**config.mk**
```make
export PLATFORM = sky130hd
export DESIGN_NAME = debounced_input_port
export DESIGN_NICKNAME = d
export VERILOG_FILES = /design/src/rtl/input_port_pkg.sv /design/src/rtl/debounce_cell.sv /design/src/rtl/debounced_input_port.sv
export SDC_FILE = /design/constraint.sdc
export NUM_CORES = 1
export LEC_CHECK = 0
export CAP_MARGIN = 15
export CORE_MARGIN = 1.5
export CORE_UTILIZATION = 49
export DETAILED_ROUTE_END_ITERATION = 8
export GPL_ROUTABILITY_DRIVEN = 0
export MAX_ROUTING_LAYER = met4
export PLACE_DENSITY = 0.76
export SLEW_MARGIN = 20
export SYNTH_ARGS = -nofsm -noshare
export SYNTH_HDL_FRONTEND = slang
export SYNTH_HIERARCHICAL = 1
export SYNTH_SLANG_ARGS = --single-unit
```
**constraint.sdc**
```tcl
create_clock -name clk -period 1.6 [get_ports clk]
set_clock_uncertainty 0.2 [all_clocks]
set_input_delay 0.32 -clock clk [delete_from_list [all_inputs] [get_ports clk]]
set_output_delay 0.32 -clock clk [all_outputs]
set_load 0.005 [all_outputs]
```
**src/rtl/input_port_pkg.sv**
```systemverilog
// Shared definitions for the debounced pushbutton/switch input peripheral:
// register offsets, default debounce length and small helpers.
package input_port_pkg;

  // Word offsets of the Avalon-MM register map.
  typedef enum logic [1:0] {
    REG_DATA    = 2'd0,
    REG_EDGE    = 2'd1,
    REG_IRQMASK = 2'd2,
    REG_RAW     = 2'd3
  } reg_addr_e;

  // 1 ms at 50 MHz.
  localparam int DEFAULT_DEBOUNCE_CYCLES = 50000;

  // Width of the debounce counter; never narrower than one bit.
  function automatic int debounce_cnt_width(input int cycles);
    debounce_cnt_width = (cycles > 2) ? $clog2(cycles) : 1;
  endfunction

endpackage

```
**src/rtl/debounce_cell.sv**
```systemverilog
// One input bit: 2-FF synchronizer (holding the already inverted level so
// that reset means "released"), debounce counter and accepted-level register.
module debounce_cell
  import input_port_pkg::*;
#(
  parameter int DEBOUNCE_CYCLES = DEFAULT_DEBOUNCE_CYCLES,
  parameter bit ACTIVE_LOW      = 1'b1
) (
  input  logic i_clk,
  input  logic i_reset,
  input  logic i_pin,
  output logic o_sync,
  output logic o_stable
);

  localparam int CW = debounce_cnt_width(DEBOUNCE_CYCLES);
  localparam logic [CW-1:0] CNT_LAST = CW'(DEBOUNCE_CYCLES - 1);

  logic          w_pin_pressed;
  logic          r_sync_meta;
  logic          r_sync;
  logic          r_stable;
  logic [CW-1:0] r_cnt;

  // Inversion ahead of the synchronizer keeps the reset value 0 = released.
  assign w_pin_pressed = i_pin ^ ACTIVE_LOW;

  // Two-flop synchronizer for the asynchronous pin.
  always_ff @(posedge i_clk or posedge i_reset) begin
    if (i_reset) begin
      r_sync_meta <= 1'b0;
      r_sync      <= 1'b0;
    end else begin
      r_sync_meta <= w_pin_pressed;
      r_sync      <= r_sync_meta;
    end
  end

  // Accept a new level only after it has differed for DEBOUNCE_CYCLES cycles.
  always_ff @(posedge i_clk or posedge i_reset) begin
    if (i_reset) begin
      r_cnt    <= '0;
      r_stable <= 1'b0;
    end else if (r_sync == r_stable) begin
      r_cnt    <= '0;
      r_stable <= r_stable;
    end else if (r_cnt == CNT_LAST) begin
      r_cnt    <= '0;
      r_stable <= r_sync;
    end else begin
      r_cnt    <= r_cnt + CW'(1);
      r_stable <= r_stable;
    end
  end

  assign o_sync   = r_sync;
  assign o_stable = r_stable;

endmodule

```
**src/rtl/debounced_input_port.sv**
```systemverilog
// Avalon-MM input peripheral: N debounced inputs, press-edge capture with
// write-1-to-clear, interrupt mask and a level IRQ to the CPU.
module debounced_input_port
  import input_port_pkg::*;
#(
  parameter int N_INPUTS        = 4,
  parameter int DEBOUNCE_CYCLES = DEFAULT_DEBOUNCE_CYCLES,
  parameter bit ACTIVE_LOW      = 1'b1
) (
  input  logic                clk,
  input  logic                reset,
  input  logic [1:0]          address,
  input  logic                chipselect,
  input  logic                read,
  input  logic                write,
  input  logic [31:0]         writedata,
  output logic [31:0]         readdata,
  input  logic [N_INPUTS-1:0] buttons_in,
  output logic                irq
);

  logic [N_INPUTS-1:0] w_sync;
  logic [N_INPUTS-1:0] w_stable;
  logic [N_INPUTS-1:0] w_rise;
  logic [N_INPUTS-1:0] w_edge_clr;
  logic [N_INPUTS-1:0] w_wdata;
  logic                w_rd_en;
  logic                w_wr_en;
  logic [31:0]         w_rd_mux;
  logic                w_unused_wdata;

  logic [N_INPUTS-1:0] r_stable_d;
  logic [N_INPUTS-1:0] r_edge;
  logic [N_INPUTS-1:0] r_irqmask;
  logic [31:0]         r_readdata;

  genvar gi;
  generate
    for (gi = 0; gi < N_INPUTS; gi = gi + 1) begin : g_cell
      debounce_cell #(
        .DEBOUNCE_CYCLES (DEBOUNCE_CYCLES),
        .ACTIVE_LOW      (ACTIVE_LOW)
      ) u_cell (
        .i_clk    (clk),
        .i_reset  (reset),
        .i_pin    (buttons_in[gi]),
        .o_sync   (w_sync[gi]),
        .o_stable (w_stable[gi])
      );
    end
  endgenerate

  assign w_rd_en        = chipselect & read;
  assign w_wr_en        = chipselect & write;
  assign w_wdata        = writedata[N_INPUTS-1:0];
  // Upper write-data bits are intentionally ignored by every register.
  assign w_unused_wdata = ^writedata;

  // Press edges only; releases are not captured.
  assign w_rise = w_stable & ~r_stable_d;

  // Bits software asks to clear in EDGE this cycle.
  always_comb begin
    w_edge_clr = '0;
    if (w_wr_en && (address == REG_EDGE)) begin
      w_edge_clr = w_wdata;
    end else begin
      w_edge_clr = '0;
    end
  end

  // Delayed copy of the accepted levels for rising-edge detection.
  always_ff @(posedge clk or posedge reset) begin
    if (reset) begin
      r_stable_d <= '0;
    end else begin
      r_stable_d <= w_stable;
    end
  end

  // Edge capture: a new press wins over a simultaneous clear.
  always_ff @(posedge clk or posedge reset) begin
    if (reset) begin
      r_edge <= '0;
    end else begin
      r_edge <= (r_edge & ~w_edge_clr) | w_rise;
    end
  end

  // Interrupt mask register; only the implemented bits are stored.
  always_ff @(posedge clk or posedge reset) begin
    if (reset) begin
      r_irqmask <= '0;
    end else if (w_wr_en && (address == REG_IRQMASK)) begin
      r_irqmask <= w_wdata;
    end else begin
      r_irqmask <= r_irqmask;
    end
  end

  // Read mux, unimplemented upper bits read as zero.
  always_comb begin
    w_rd_mux = 32'd0;
    case (address)
      REG_DATA:    w_rd_mux = 32'(w_stable);
      REG_EDGE:    w_rd_mux = 32'(r_edge);
      REG_IRQMASK: w_rd_mux = 32'(r_irqmask);
      REG_RAW:     w_rd_mux = 32'(w_sync);
      default:     w_rd_mux = 32'd0;
    endcase
  end

  // Registered read data; holds its value until the next read.
  always_ff @(posedge clk or posedge reset) begin
    if (reset) begin
      r_readdata <= 32'd0;
    end else if (w_rd_en) begin
      r_readdata <= w_rd_mux;
    end else begin
      r_readdata <= r_readdata;
    end
  end

  assign readdata = r_readdata;
  assign irq      = |(r_edge & r_irqmask);

endmodule

```
==> run_results.csv <==
group,metric,value,unit
floorplanning,rows,36,
global_route,grt_most_used_layer,"met2",
floorplanning,die_h,103,µm
synthesis,syn_inst,429,
power_and_ir_drop,power_density,702,nW/µm²
global_route,grt_overflow,0,
clock_tree,cts_inserted_buffers,9,
clock_tree,clk_pin_slew_worst_paths,0.09,ns
global_route,grt_use_met2,34.5,%
drt,firstDrtPassIters,4,
synthesis,syn_area,4860,µm²
layout,final_cell_mix,"dfrtp_1 (92), buf_4 (72), xnor2_1 (32)",
worst_setup_path,startpoint,"g_cell[2].u_cell/r_cnt[10]$_DFF_PP0_",
power_and_ir_drop,comb_power_share,10.6,%
synthesis,yosysWarnings,6,
sta,setup_slack,-0.162,ns
power_and_ir_drop,p_int,3.46,mW
layout,seq_area,2300,µm²
synthesis,yosys.area.top_type,"dfrtp_1",
sta,fmax,0.568,GHz
worst_setup_path,arrival,1.80,ns
floorplanning,io_pins,76,
sta,setup_violations,45,
synthesis,synth-seq-area-share,47.4,%
floorplanning,die_w,103,µm
sta,rsz0062_at_grt,"yes",
floorplanning,fp.dieArea,10500,µm²
worst_setup_path,path_buf_inv,2,
floorplanning,start_util,50.2,%
drt,drt_iter0_drc,167,
outcome,outcome,"complete, but fails checks",
clock_tree,hold_buffers,0,
worst_setup_path,worst-path-max-fanout,8,
layout,fillCellCount,663,
worst_setup_path,crit_type,"reg -> reg",
layout,syn_to_final_growth,34.7,%
power_and_ir_drop,ir_drop,0.495,mV
drt,drc,0,
global_route,grt_pass1_vias,3531,
layout,diodes,0,
worst_setup_path,slowest_stage,"dfrtp_1",
synthesis,ys_ff_latch,92,
clock_tree,clk_path_buf_depth,2,
worst_setup_path,cp-start-kind,"register",
clock_tree,clock_sinks,92,
place,portBuffers,19,
power_and_ir_drop,leakagePower,2.87,nW
synthesis,yosys-top-cells-area,"dfrtp_1 (47%), xnor2_1 (6.5%), buf_4 (5.6%)",
job,drv_cap,0,
global_route,grt_max_degree,20,
worst_setup_path,rr_startpoint,"g_cell[2].u_cell/r_cnt[10]$_DFF_PP0_",
power_and_ir_drop,switching_share,24.7,%
worst_hold_path,hp-start,"g_cell[1].u_cell/r_sync_meta$_DFF_PP0_",
worst_setup_path,endpoint_kind,"register",
clock_tree,clk_latency,0.35,ns
floorplanning,core,9680,µm²
global_route,grtUsageTotal,20.5,%
drt,wl_per_cell,16.8,µm
clock_tree,cts_max_level,3,
synthesis,synth.top_cell.area_share,47.4,%
worst_hold_path,min_path_type,"reg -> reg",
drt,ant_nets,0,
layout,nNetsFinal,582,
synthesis,synth.avg_cell_area,11.3,µm²
layout,final_core_util,67.6,%
power_and_ir_drop,power.switching,1.14,mW
place,dpl.hpwl,6430,µm
drt,totalWireLength,11300,µm
sta,finalHoldViolCount,0,
clock_tree,clockRootBuffer,"clkbuf_8",
sta,tightest_slew,0.515,ns
drt,vias,3527,
sta,maxSlewViolCount,0,
power_and_ir_drop,report.power.total,4.59,mW
synthesis,ys_types,32,
drt,via_per_inst,5.24,
sta,relSlewSlack,65.6,%
outcome,failed_checks,"setup timing",
clock_tree,cts_tree,"built",
layout,layout_commonest_cell,"dfrtp_1",
power_and_ir_drop,pwr-share-clk,35.8,%
worst_setup_path,cp_data_required_time,1.63,ns
worst_setup_path,crit_chain,"nor4bb_1, buf_4, nand4_4, nand2_4, buf_12, nor2_4",
power_and_ir_drop,seq_power_share,53.6,%
global_route,met1_usage,24.9,%
worst_setup_path,cpLargestDelayFamily,"simple AND/OR/NAND/NOR gates",
global_route,grt_pass1_wl,16400,µm
layout,multi_input_area,2770,µm²
place,dpl_worst_slack,-0.451,ns
layout,drive_gt1_share,43.0,%
worst_setup_path,max_stage_delay,0.42,ns
sta,min_period,1.76,ns
global_route,antenna_found_initial,0,
sta,finalCritPeriodShare,110,%
global_route,grt_use_met3,3.66,%
==> per-layer routing <==
| metal | wire [µm] | part of all wire [%] | up-vias |
|---|---|---|---|
| li1 | - | - | 1626 |
| met1 | 4550 | 40 | 1820 |
| met2 | 6320 | 56 | 71 |
| met3 | 312 | 2.8 | 10 |
| met4 | 141 | 1.2 | 0 |
| met5 | 0 | 0 | - |
==> sequential cells by signal, summed over array words and instances (netlist names) <==
register and cells:
g_cell.u_cell/o_stable 4, g_cell.u_cell/r_cnt 64, r_irqmask 4, g_cell.u_cell/o_sync 4
r_stable_d 4, r_edge 4, g_cell.u_cell/r_sync_meta 4, readdata 4
==> stage by stage <==
step	TNS (ns)	instance area [µm²]	hold slack, ns	std cells
2_1_floorplan	-1.10	5020	0.0337	456
3_3_place_gp	-3.87	5590	0.135	637
3_5_place_dp	-5.10	5590	0.141	637
4_1_cts	-0.589	5970	0.149	657
5_1_grt	-7.01	6550	0.159	673
6_report	-3.54	6550	0.154	673
==> worst reg2reg max path, stage by stage, from the launching register on <==
cell and delay (ns):
dfrtp_1 0.42, nor4bb_1 0.36, buf_4 0.19, nand4_4 0.11, nand2_4 0.15, buf_12 0.18, nor2_4 0.04
==> timing repair <==
action / 4_1_cts / 5_1_grt
gates resized for setup: 35 / 92
cloned: 2 / 2
pin swaps: 28 / 57
setup buffers: 3 / 14
endpoints found under the hold margin: 0 / 0
endpoints found under the setup margin: 50 / 69
==> cell type report <==
cell class,instances,share of cell area [%]
Clock buffer,11,2.31
Clock inverter,5,0.917
Inverter,17,0.975
Multi-Input combinational cell,303,42.4
Sequential cell,92,35.2
Tap cell,133,2.54
Timing Repair Buffer,112,15.7
==> cell usage after synthesis <==
master	n
a22o_1	4
a22oi_1	2
and2_1	4
and3_1	8
and3_2	4
and4_1	4
and4b_2	1
and4bb_1	4
buf_4	36
buf_6	9
conb_1	1
dfrtp_1	92
ha_1	4
inv_1	17
mux2_2	12
mux4_2	4
nand2_1	10
nand2_2	4
nand3_1	20
nand3_4	4
nand4_1	20
nand4_2	4
nand4_4	4
nand4b_1	1
nor2_1	60
nor2_2	8
nor3_1	8
nor4_2	12
nor4b_2	4
nor4bb_1	4
xnor2_1	36
xor2_1	24
==> power groups by stage <==
stage / registers, mW / clock network, mW / logic, mW
floorplan: 2.50 / 0 / 0.236
global placement: 2.49 / 0 / 0.383
detailed placement: 2.50 / 0 / 0.397
CTS: 2.45 / 1.68 / 0.431
global route: 2.47 / 1.77 / 0.536
finish: 2.46 / 1.64 / 0.488
==> path summary, 6_finish.rpt <==
| kind | endpoint | slack (ns) | cells past startpoint |
|---|---|---|---|
| worst max-delay path | g_cell[2].u_cell/r_cnt[15]$_DFF_PP0_ | -0.16 | 6 |
| worst min-delay path | g_cell[1].u_cell/o_sync$_DFF_PP0_ | 0.15 | 0 |
| worst max register to register | g_cell[2].u_cell/r_cnt[15]$_DFF_PP0_ | -0.16 | 6 |
| worst min register to register | g_cell[1].u_cell/o_sync$_DFF_PP0_ | 0.15 | 0 |
| max in group asynchronous | g_cell[2].u_cell/r_cnt[15]$_DFF_PP0_ | 0.73 | 3 |
| min in group asynchronous | g_cell[3].u_cell/o_stable$_DFFE_PP0P_ | 0.24 | 3 |
==> kinds of logic (layout without fill, tap and decap cells) <==
logic type,after synthesis,after routing,share of synthesized area [%]
other,1,28,0.0771
AND/OR/NAND/NOR,188,189,26.1
flip-flops,92,92,47.4
adder cells (fa/ha/maj),4,4,1.03
XOR/XNOR,60,60,10.8
multiplexers,16,16,4.63
AO/OA/AOI/OAI,6,6,1.03
buffers and inverters,62,145,8.96
No activity file was read; power rests on OpenSTA's default activity.
